`config.mk`:
```
export PLATFORM = sky130hd
export DESIGN_NAME = spi_reg_ctrl
export DESIGN_NICKNAME = d
export VERILOG_FILES = /design/src/rtl/spi_reg_ctrl.sv
export SDC_FILE = /design/constraint.sdc
export NUM_CORES = 1
export LEC_CHECK = 0
export ABC_AREA = 1
export CAP_MARGIN = 25
export CORE_MARGIN = 2
export CORE_UTILIZATION = 40
export CTS_BUF_LIST = sky130_fd_sc_hd__clkbuf_2
export CTS_CLUSTER_DIAMETER = 200
export DETAILED_ROUTE_END_ITERATION = 16
export GPL_ROUTABILITY_DRIVEN = 0
export PLACE_DENSITY = 0.75
export SKIP_CTS_REPAIR_TIMING = 1
export SYNTH_ARGS = -nofsm -noshare
export SYNTH_HDL_FRONTEND = slang
export SYNTH_SLANG_ARGS = --single-unit
export TNS_END_PERCENT = 1
```
`constraint.sdc`:
```
create_clock -name aclk -period 1.7 [get_ports aclk]
set_input_delay 0.51 -clock aclk [delete_from_list [all_inputs] [get_ports aclk]]
set_output_delay 0.51 -clock aclk [all_outputs]
set_load 0.01 [all_outputs]
```
`src/rtl/spi_reg_ctrl.sv`:
```
// SPI frame sequencer: command byte then data bytes mapped onto a
// single-cycle register bus, with read data and headers fed to MISO.
module spi_reg_ctrl #(
   parameter logic [7:0] C_HEADER     = 8'hA5,
   parameter int         C_RD_TIMEOUT = 15
) (
   input  logic       aclk,
   input  logic       aresetn,
   input  logic       ss_i,
   input  logic [7:0] s_axis_rx_tdata,
   input  logic       s_axis_rx_tvalid,
   output logic       s_axis_rx_tready,
   output logic [7:0] m_axis_tx_tdata,
   output logic       m_axis_tx_tvalid,
   input  logic       m_axis_tx_tready,
   output logic       reg_wr_en,
   output logic [6:0] reg_addr,
   output logic [7:0] reg_wr_data,
   output logic       reg_rd_en,
   input  logic [7:0] reg_rd_data,
   input  logic       reg_rd_valid,
   output logic       rd_timeout,
   output logic       rx_ovr
);

   typedef enum logic [2:0] {
      S_IDLE,
      S_WR,
      S_RD_REQ,
      S_RD_WAIT,
      S_RD_PUSH,
      S_RD_NEXT
   } state_t;

   localparam logic [7:0] TMO_M1 = 8'(C_RD_TIMEOUT - 1);

   state_t     state_q, state_d;
   logic [6:0] addr_q, addr_d;
   logic       wr_en_q, wr_en_d;
   logic [7:0] wr_data_q, wr_data_d;
   logic       rd_en_q, rd_en_d;
   logic       rd_tmo_q, rd_tmo_d;
   logic       rx_ovr_q, rx_ovr_d;
   logic [7:0] cnt_q, cnt_d;
   logic       hdr_pend_q, hdr_pend_d;
   logic       tx_valid_q, tx_valid_d;
   logic [7:0] tx_data_q, tx_data_d;
   logic [7:0] rd_buf_q, rd_buf_d;
   logic       push_pend_q, push_pend_d;
   logic       ss_meta_q, ss_meta_d;
   logic       ss_sync_q, ss_sync_d;
   logic       ss_prev_q, ss_prev_d;
   logic       fe_q, fe_d;

   logic       tx_free;
   logic       rd_hit;
   logic       tmo_hit;
   logic       rd_done;
   logic [7:0] rd_byte;
   logic       rd_load;

   always_comb begin
      state_d     = state_q;
      addr_d      = addr_q;
      wr_en_d     = 1'b0;
      wr_data_d   = wr_data_q;
      rd_en_d     = 1'b0;
      rd_tmo_d    = 1'b0;
      rx_ovr_d    = 1'b0;
      cnt_d       = cnt_q;
      hdr_pend_d  = hdr_pend_q;
      tx_valid_d  = tx_valid_q;
      tx_data_d   = tx_data_q;
      rd_buf_d    = rd_buf_q;
      push_pend_d = push_pend_q;
      ss_meta_d   = ss_i;
      ss_sync_d   = ss_meta_q;
      ss_prev_d   = ss_sync_q;
      fe_d        = ss_sync_q & ~ss_prev_q;
      rd_load     = 1'b0;

      tx_free = !tx_valid_q || m_axis_tx_tready;
      rd_hit  = (state_q == S_RD_WAIT) && reg_rd_valid;
      tmo_hit = ((state_q == S_RD_REQ) || (state_q == S_RD_WAIT))
                && (cnt_q == TMO_M1);
      rd_done = rd_hit || tmo_hit;
      rd_byte = rd_hit ? reg_rd_data : 8'hFF;

      if (tx_valid_q && m_axis_tx_tready)
         tx_valid_d = 1'b0;
      // the write strobe uses the old address; step it afterwards
      if (wr_en_q)
         addr_d = addr_q + 7'd1;
      if ((state_q == S_RD_REQ) || (state_q == S_RD_WAIT))
         cnt_d = cnt_q + 8'd1;

      if (!fe_q) begin
         unique case (state_q)
            S_IDLE: begin
               if (s_axis_rx_tvalid) begin
                  addr_d = s_axis_rx_tdata[6:0];
                  if (s_axis_rx_tdata[7]) begin
                     state_d = S_RD_REQ;
                     rd_en_d = 1'b1;
                     cnt_d   = 8'd0;
                  end else begin
                     state_d = S_WR;
                  end
               end
            end
            S_WR: begin
               if (s_axis_rx_tvalid) begin
                  wr_en_d   = 1'b1;
                  wr_data_d = s_axis_rx_tdata;
               end
            end
            S_RD_REQ, S_RD_WAIT: begin
               rx_ovr_d = s_axis_rx_tvalid;
               if (rd_done) begin
                  state_d  = S_RD_PUSH;
                  rd_tmo_d = !rd_hit;
                  rd_buf_d = rd_byte;
                  if (tx_free) begin
                     tx_valid_d = 1'b1;
                     tx_data_d  = rd_byte;
                     rd_load    = 1'b1;
                  end else begin
                     push_pend_d = 1'b1;
                  end
               end else if (state_q == S_RD_REQ) begin
                  state_d = S_RD_WAIT;
               end
            end
            S_RD_PUSH: begin
               rx_ovr_d = s_axis_rx_tvalid;
               if (push_pend_q) begin
                  if (tx_free) begin
                     tx_valid_d  = 1'b1;
                     tx_data_d   = rd_buf_q;
                     push_pend_d = 1'b0;
                     rd_load     = 1'b1;
                  end
               end else if (tx_valid_q && m_axis_tx_tready) begin
                  addr_d  = addr_q + 7'd1;
                  state_d = S_RD_NEXT;
               end
            end
            S_RD_NEXT: begin
               if (s_axis_rx_tvalid) begin
                  state_d = S_RD_REQ;
                  rd_en_d = 1'b1;
                  cnt_d   = 8'd0;
               end
            end
            default: state_d = S_IDLE;
         endcase
      end else begin
         state_d     = S_IDLE;
         push_pend_d = 1'b0;
      end

      if (hdr_pend_q && tx_free && !rd_load) begin
         tx_valid_d = 1'b1;
         tx_data_d  = C_HEADER;
         hdr_pend_d = 1'b0;
      end
      // a frame end always owes the master a fresh header
      if (fe_q)
         hdr_pend_d = 1'b1;
   end

   always_ff @(posedge aclk or negedge aresetn) begin
      if (!aresetn) begin
         state_q     <= S_IDLE;
         addr_q      <= 7'd0;
         wr_en_q     <= 1'b0;
         wr_data_q   <= 8'd0;
         rd_en_q     <= 1'b0;
         rd_tmo_q    <= 1'b0;
         rx_ovr_q    <= 1'b0;
         cnt_q       <= 8'd0;
         hdr_pend_q  <= 1'b1;
         tx_valid_q  <= 1'b0;
         tx_data_q   <= 8'd0;
         rd_buf_q    <= 8'd0;
         push_pend_q <= 1'b0;
         ss_meta_q   <= 1'b1;
         ss_sync_q   <= 1'b1;
         ss_prev_q   <= 1'b1;
         fe_q        <= 1'b0;
      end else begin
         state_q     <= state_d;
         addr_q      <= addr_d;
         wr_en_q     <= wr_en_d;
         wr_data_q   <= wr_data_d;
         rd_en_q     <= rd_en_d;
         rd_tmo_q    <= rd_tmo_d;
         rx_ovr_q    <= rx_ovr_d;
         cnt_q       <= cnt_d;
         hdr_pend_q  <= hdr_pend_d;
         tx_valid_q  <= tx_valid_d;
         tx_data_q   <= tx_data_d;
         rd_buf_q    <= rd_buf_d;
         push_pend_q <= push_pend_d;
         ss_meta_q   <= ss_meta_d;
         ss_sync_q   <= ss_sync_d;
         ss_prev_q   <= ss_prev_d;
         fe_q        <= fe_d;
      end
   end

   assign s_axis_rx_tready = 1'b1;
   assign m_axis_tx_tdata  = tx_data_q;
   assign m_axis_tx_tvalid = tx_valid_q;
   assign reg_wr_en        = wr_en_q;
   assign reg_addr         = addr_q;
   assign reg_wr_data      = wr_data_q;
   assign reg_rd_en        = rd_en_q;
   assign rd_timeout       = rd_tmo_q;
   assign rx_ovr           = rx_ovr_q;

endmodule

```
==> results of run 1 <==
==> Yosys cell counts, drive strengths merged <==
library cell,count,area share [%]
xnor2,1,0.30
clkbuf,4,0.52
dfrtp,49,42
clkinv,1,0.17
conb,1,0.13
nand2,122,16
nand4,2,0.43
nand3,31,5.4
inv,53,6.9
xor2,3,0.91
dfstp,4,3.6
a31oi,3,0.65
o21a,4,1.0
o31ai,1,0.26
ha,3,1.3
a211oi,2,0.52
o21ai,31,5.4
nand3b,1,0.69
a21oi,17,2.9
nor3,10,2.5
nor2,50,6.7
buf,5,1.0
==> layer usage <==
layer | vias to the layer above | part of all wire (%) | wire [um]
met3 | 14 | 5.5 | 395
met5 | - | 0 | 0
li1 | 1408 | - | -
met1 | 1316 | 45 | 3268
met4 | 0 | 1.9 | 136
met2 | 99 | 47 | 3419
==> cells in the final DEF, fill, tap and decap left out, types with 2 or more instances in the layout <==
cell,count
nand2_1,118
inv_1,49
dfrtp_1,46
nor2_1,44
nand3_1,29
buf_4,28
dlymetal6s2s_1,26
o21ai_0,23
clkdlybuf4s50_1,20
a21oi_1,16
o21ai_1,8
clkbuf_2,7
nor2_2,6
nor3_1,6
inv_2,4
o21a_1,4
dfstp_2,4
nand2_2,3
a31oi_1,3
dfrtp_2,3
clkinv_2,2
nand3_2,2
xor2_1,2
a211oi_1,2
nor3_2,2
nor3_4,2
nand4_1,2
buf_12,2
==> final cells by class <==
class | instances | area share [%]
Clock buffer | 5 | 0.6418
Clock inverter | 3 | 1.123
Inverter | 54 | 5.231
Multi-Input combinational cell | 282 | 35.14
Sequential cell | 53 | 34.24
Tap cell | 96 | 3.081
Timing Repair Buffer | 80 | 20.54
==> worst max path at each step <==
stage | startpoint | to | depth (start not counted)
4_1_cts | reg_addr[0]$_DFF_PN0_ | reg_addr[0] | 1
3_5_place_dp | reg_rd_valid | m_axis_tx_tdata[2]$_DFFE_PN0P_ | 8
5_1_grt | state_q[1]$_DFFE_PN0P_ | state_q[0]$_DFFE_PN0P_ | 10
3_3_place_gp | reg_rd_valid | m_axis_tx_tdata[5]$_DFFE_PN0P_ | 8
2_1_floorplan | s_axis_rx_tvalid | cnt_q[6]$_DFF_PN0_ | 8
6_report | cnt_q[0]$_DFF_PN0_ | state_q[0]$_DFFE_PN0P_ | 12
==> power groups by stage <==
stage | registers [mW] | clock network (mW) | logic, mW
after floorplan | 2.07 | 0 | 1.60
after global placement | 1.98 | 0 | 2.75
after detailed placement | 2.00 | 0 | 2.84
after CTS | 1.97 | 0.707 | 2.86
after global routing | 2.00 | 0.747 | 3.38
final | 1.94 | 0.687 | 3.02
==> cell families after synthesis <==
logic type	share of synthesized area, %
xor+xnor	1.213
simple gates	31.89
flops	46.10
fa+ha+maj	1.300
buf+inv	8.578
other cells	0.1299
compound gates	10.79
==> critical path, stage by stage (launching register included) <==
cell	delay, ns
dfrtp_1	0.50
inv_2	0.08
ha_2	0.17
nand2_1	0.05
nor3_1	0.13
nand3_1	0.13
nand2_2	0.10
inv_1	0.05
nand2_1	0.08
nand2_1	0.09
nand2_1	0.10
nand2_1	0.05
nand2_1	0.05
==> registers in the layout, summed over array words and instances (netlist names) <==
| signal | cells |
|---|---|
| cnt_q | 8 |
| fe_q | 1 |
| hdr_pend_q | 1 |
| m_axis_tx_tdata | 8 |
| m_axis_tx_tvalid | 1 |
| push_pend_q | 1 |
| rd_buf_q | 8 |
| rd_timeout | 1 |
| reg_addr | 7 |
| reg_rd_en | 1 |
| reg_wr_data | 8 |
| reg_wr_en | 1 |
| rx_ovr | 1 |
| ss_meta_q | 1 |
| ss_prev_d | 1 |
| ss_prev_q | 1 |
| state_q | 3 |
==> metrics by stage <==
step           hold WS [ns]  cell area [sq um]  std cells  setup TNS [ns]
2_1_floorplan        0.2144               2888        398               0
3_3_place_gp         0.3466               3655        558          -6.304
3_5_place_dp         0.3494               3655        558          -7.084
4_1_cts            -0.04552               3724        566          -7.779
5_1_grt              0.3610               3899        573         -0.5374
6_report             0.3784               3899        573               0
==> results.cfg, run 1 <==
[run_status]
status = finished, final reports clean

[power]
power_density_nw_per_um2 = 1448
max-vdd-ir-drop_mv = 0.5997
power_mw = 5.647
power_frac_seq_pct = 34.4
leakagePower_nw = 2.235
p_clk_share_pct = 12.2
p_comb_share_pct = 53.4
internal-power_mw = 3.221
switching_share_pct = 42.96
netSwitchingPower_mw = 2.426

[setup_path]
worst_ep_arrival_time_ns = 2.07
r2r-start = cnt_q[0]$_DFF_PN0_
cp.required_ns = 2.11
cp_max_fo = 4
ff2ff_path_depth = 12
path_class = register to register
start_kind = register
r2r-end = state_q[0]$_DFFE_PN0P_
regToRegSetupSlack_ns = 0.04
end_kind = register

[drt]
vias_per_cell = 4.951
firstDrtPassIters = 4
drt_iter0_drc = 98
via_count = 2837
remaining_drc_errors = 0
ant_nets = 0
wl_per_cell_um = 12.60
wl_um = 7220

[min_path]
min_from = ss_meta_q$_DFF_PN1_
hold_path_class = register to register
holdPathStages = 0
min_to = ss_prev_d$_DFF_PN1_

[synth]
yosysWarnings = 0
syn_nets = 423
yosysSeqAreaShare_pct = 46.10
syn_area_per_cell_sq_um = 7.256
synth_seq_cells = 53
syn_inst = 398
synth_area_sq_um = 2888
synthDistinctLibCells = 30

[floorplanning]
dieArea_sq_um = 7915
die_h_um = 88.97
rows = 30
initial_core_util_pct = 41.81
core_sq_um = 6907
ioPinCount = 51
chipWidth_um = 88.97

[cts]
cts.root.buffer_cell = clkbuf_2
h-tree-depth = 2
cts_tree = built
cts.reportedPaths.clkPinSlew_ns = 0.31
clk_latency_ns = 0.48
clock_sink_count = 53
cts_buffer_depth = 2
cts_made_buffers = 5

[sta]
max_freq_mhz = 601.4
rsz0062_at_grt = yes
clock-skew-final_ns = 0.04651
slew_viol_final = 0
hold_viol_final = 0
finalCritPeriodShare_pct = 97.82
fin_ws_ns = 0.03713
setup_violations = 0
fin_crit_ns = 1.663

[cells_and_area]
nets = 501
antenna_cells = 0
n_fill_cell = 666
syn2layout_area_growth_pct = 35.01
drive_gt1_share_pct = 15.51
multi_input_area_sq_um = 1370
final_core_util_pct = 56.45
register_area_sq_um = 1335

[global_routing]
track_usage_pct = 18.67
grt_overflow = 0
grt_use_met3_pct = 3.786
grt_pass1_wl_um = 11650
grt_most_used_layer = met2
grt_pass1_vias = 2639
grtUsageMet1_pct = 23.60
grt_max_degree = 54
antenna_found_initial = 0
met2_usage_pct = 32.16

[flow_run]
max_cap_violations = 0

[placement]
post-place-ws_ns = -0.2723
port_buffers = 49
dp_hpwl_um = 5095
Note: power is estimated with default switching activity, not from simulation.
==> inputs of run 2 (changes only) <==
--- a/config.mk
+++ b/config.mk
@@ -7,10 +7,11 @@
 export LEC_CHECK = 0
 export ABC_AREA = 1
 export CAP_MARGIN = 25
+export CORE_ASPECT_RATIO = 0.7
 export CORE_MARGIN = 2
 export CORE_UTILIZATION = 40
 export CTS_BUF_LIST = sky130_fd_sc_hd__clkbuf_2
-export CTS_CLUSTER_DIAMETER = 200
+export CTS_CLUSTER_DIAMETER = 40
 export DETAILED_ROUTE_END_ITERATION = 16
 export GPL_ROUTABILITY_DRIVEN = 0
 export PLACE_DENSITY = 0.75
==> results.cfg, run 2 (synthesis results as in run 1) <==
[run_status]
status = finished with violations
violations = negative setup slack

[sta]
fin_crit_ns = 1.717
slew_viol_final = 0
setup_violations = 3
hold_viol_final = 0
finalCritPeriodShare_pct = 101.0
rsz0062_at_grt = yes
max_freq_mhz = 582.5
clock-skew-final_ns = 0.01306
fin_ws_ns = -0.01674
whs_ns = 0.02054

[power]
p_clk_share_pct = 9.2
netSwitchingPower_mw = 2.342
power_density_nw_per_um2 = 1399
power_mw = 5.383
switching_share_pct = 43.51
internal-power_mw = 3.041
leakagePower_nw = 2.253
max-vdd-ir-drop_mv = 0.6351
power_frac_seq_pct = 36.2
p_comb_share_pct = 54.6

[global_routing]
grt_max_degree = 54
track_usage_pct = 19.33
grt_overflow = 0
grt_pass1_vias = 2563
grt_pass1_wl_um = 12190
antenna_found_initial = 0

[setup_path]
end_kind = register
max_stage_delay_ns = 0.47
cp_num_buf_inv = 2
cp_max_fo = 6
cp.required_ns = 2.06
worst_ep_arrival_time_ns = 2.07
path_class = register to register
cp_slowest_cell = dfrtp_1
cpMostUsedCell = nand2_1
crit_family = simple AND/OR/NAND/NOR gates
crit_path_cell_trace = inv_1 -> ha_1 -> nand2_1 -> nor3_2 -> nand3_1 -> nand2_2 -> nand2_1 -> buf_4 -> o21a_1
start_kind = register

[cts]
clk_latency_ns = 0.43
cts_buffer_depth = 2
cts_made_buffers = 5
clock_sink_count = 53
cts.root.buffer_cell = clkbuf_2
cts_tree = built
cts.reportedPaths.clkPinSlew_ns = 0.26
h-tree-depth = 2

[cells_and_area]
layout_commonest_cell = nand2_1
syn2layout_area_growth_pct = 33.28
final_area_sq_um = 3849
nets = 503
antenna_cells = 0
layout_common_cells = nand2_1 (119), inv_1 (50), dfrtp_1 (48)
drive_gt1_share_pct = 13.15
final_core_util_pct = 55.93
n_fill_cell = 666

[floorplanning]
rows = 25
core_sq_um = 6882
initial_core_util_pct = 41.96
die_h_um = 75.09
ioPinCount = 51
chipWidth_um = 105.6
dieArea_sq_um = 7926

[drt]
ant_nets = 0
wl_um = 7327
vias_per_cell = 4.899
remaining_drc_errors = 0
firstDrtPassIters = 5
via_count = 2807
drt_iter0_drc = 192
wl_per_cell_um = 12.79

[placement]
placed_area_sq_um = 3705
port_buffers = 49
dp_hpwl_um = 5292

[flow_run]
max_cap_violations = 0

[min_path]
hold_path_class = input pin to async pin
==> run 2: changes by cell type in the layout (fill, tap and decap cells not counted), moves of 2 or more <==
cell / change
nand3_2: -2
nor2_2: -3
nand3_1: +2
dlymetal6s2s_1: +2
buf_4: +3
dfrtp_2: -2
nor2_1: +3
dfrtp_1: +2
==> run 2: path summary, 6_finish.rpt <==
path                                         endpoint  slack [ns]  depth (start not counted)           startpoint
setup / recovery              rd_buf_q[1]$_DFFE_PN0P_       -0.02                          9   cnt_q[0]$_DFF_PN0_
hold / removal             reg_wr_data[3]$_DFFE_PN0P_        0.02                          2              aresetn
setup reg to reg              rd_buf_q[1]$_DFFE_PN0P_       -0.02                          9   cnt_q[0]$_DFF_PN0_
hold reg to reg                   ss_prev_d$_DFF_PN1_        0.36                          0  ss_meta_q$_DFF_PN1_
max in group asynchronous      hdr_pend_q$_DFFE_PN1P_        1.38                          2              aresetn
min in group aclk                 ss_prev_d$_DFF_PN1_        0.36                          0  ss_meta_q$_DFF_PN1_
==> run 2: area by class of cell <==
cell class / instances / area [sq um] / share of cell area (%)
Clock inverter: 2 / 10.01 / 0.2601
Tap cell: 94 / 117.6 / 3.056
Inverter: 54 / 203.9 / 5.299
Sequential cell: 53 / 1333 / 34.62
Clock buffer: 6 / 30.03 / 0.7802
Multi-Input combinational cell: 282 / 1326 / 34.46
Timing Repair Buffer: 82 / 828.3 / 21.52
==> run 2: metal layers <==
metal,global-route usage (%),vias up,share of wire [%]
met5,0,-,0
met4,3.801,0,0.79
met3,3.636,6,5.0
met2,29.39,81,42
met1,29.11,1299,52
li1,-,1421,-
==> run 2: per-stage QoR <==
| step | instances | setup TNS (ns) | worst slack (ns) |
|---|---|---|---|
| final | 573 | -0.04284 | -0.01674 |
| after global routing | 573 | -1.635 | -0.1554 |
| after CTS | 571 | -6.506 | -0.3496 |
| after detailed placement | 563 | -6.357 | -0.2518 |
| after global placement | 563 | -5.519 | -0.2301 |
| after floorplan | 398 | 0 | 0.1288 |
==> run 2: power groups by stage <==
stage | logic (mW) | registers, mW | clock network [mW]
finish | 2.94 | 1.95 | 0.496
global route | 3.32 | 2.00 | 0.556
CTS | 2.92 | 1.97 | 0.513
detailed placement | 2.90 | 1.99 | 0
global placement | 2.84 | 1.98 | 0
floorplan | 1.60 | 2.07 | 0
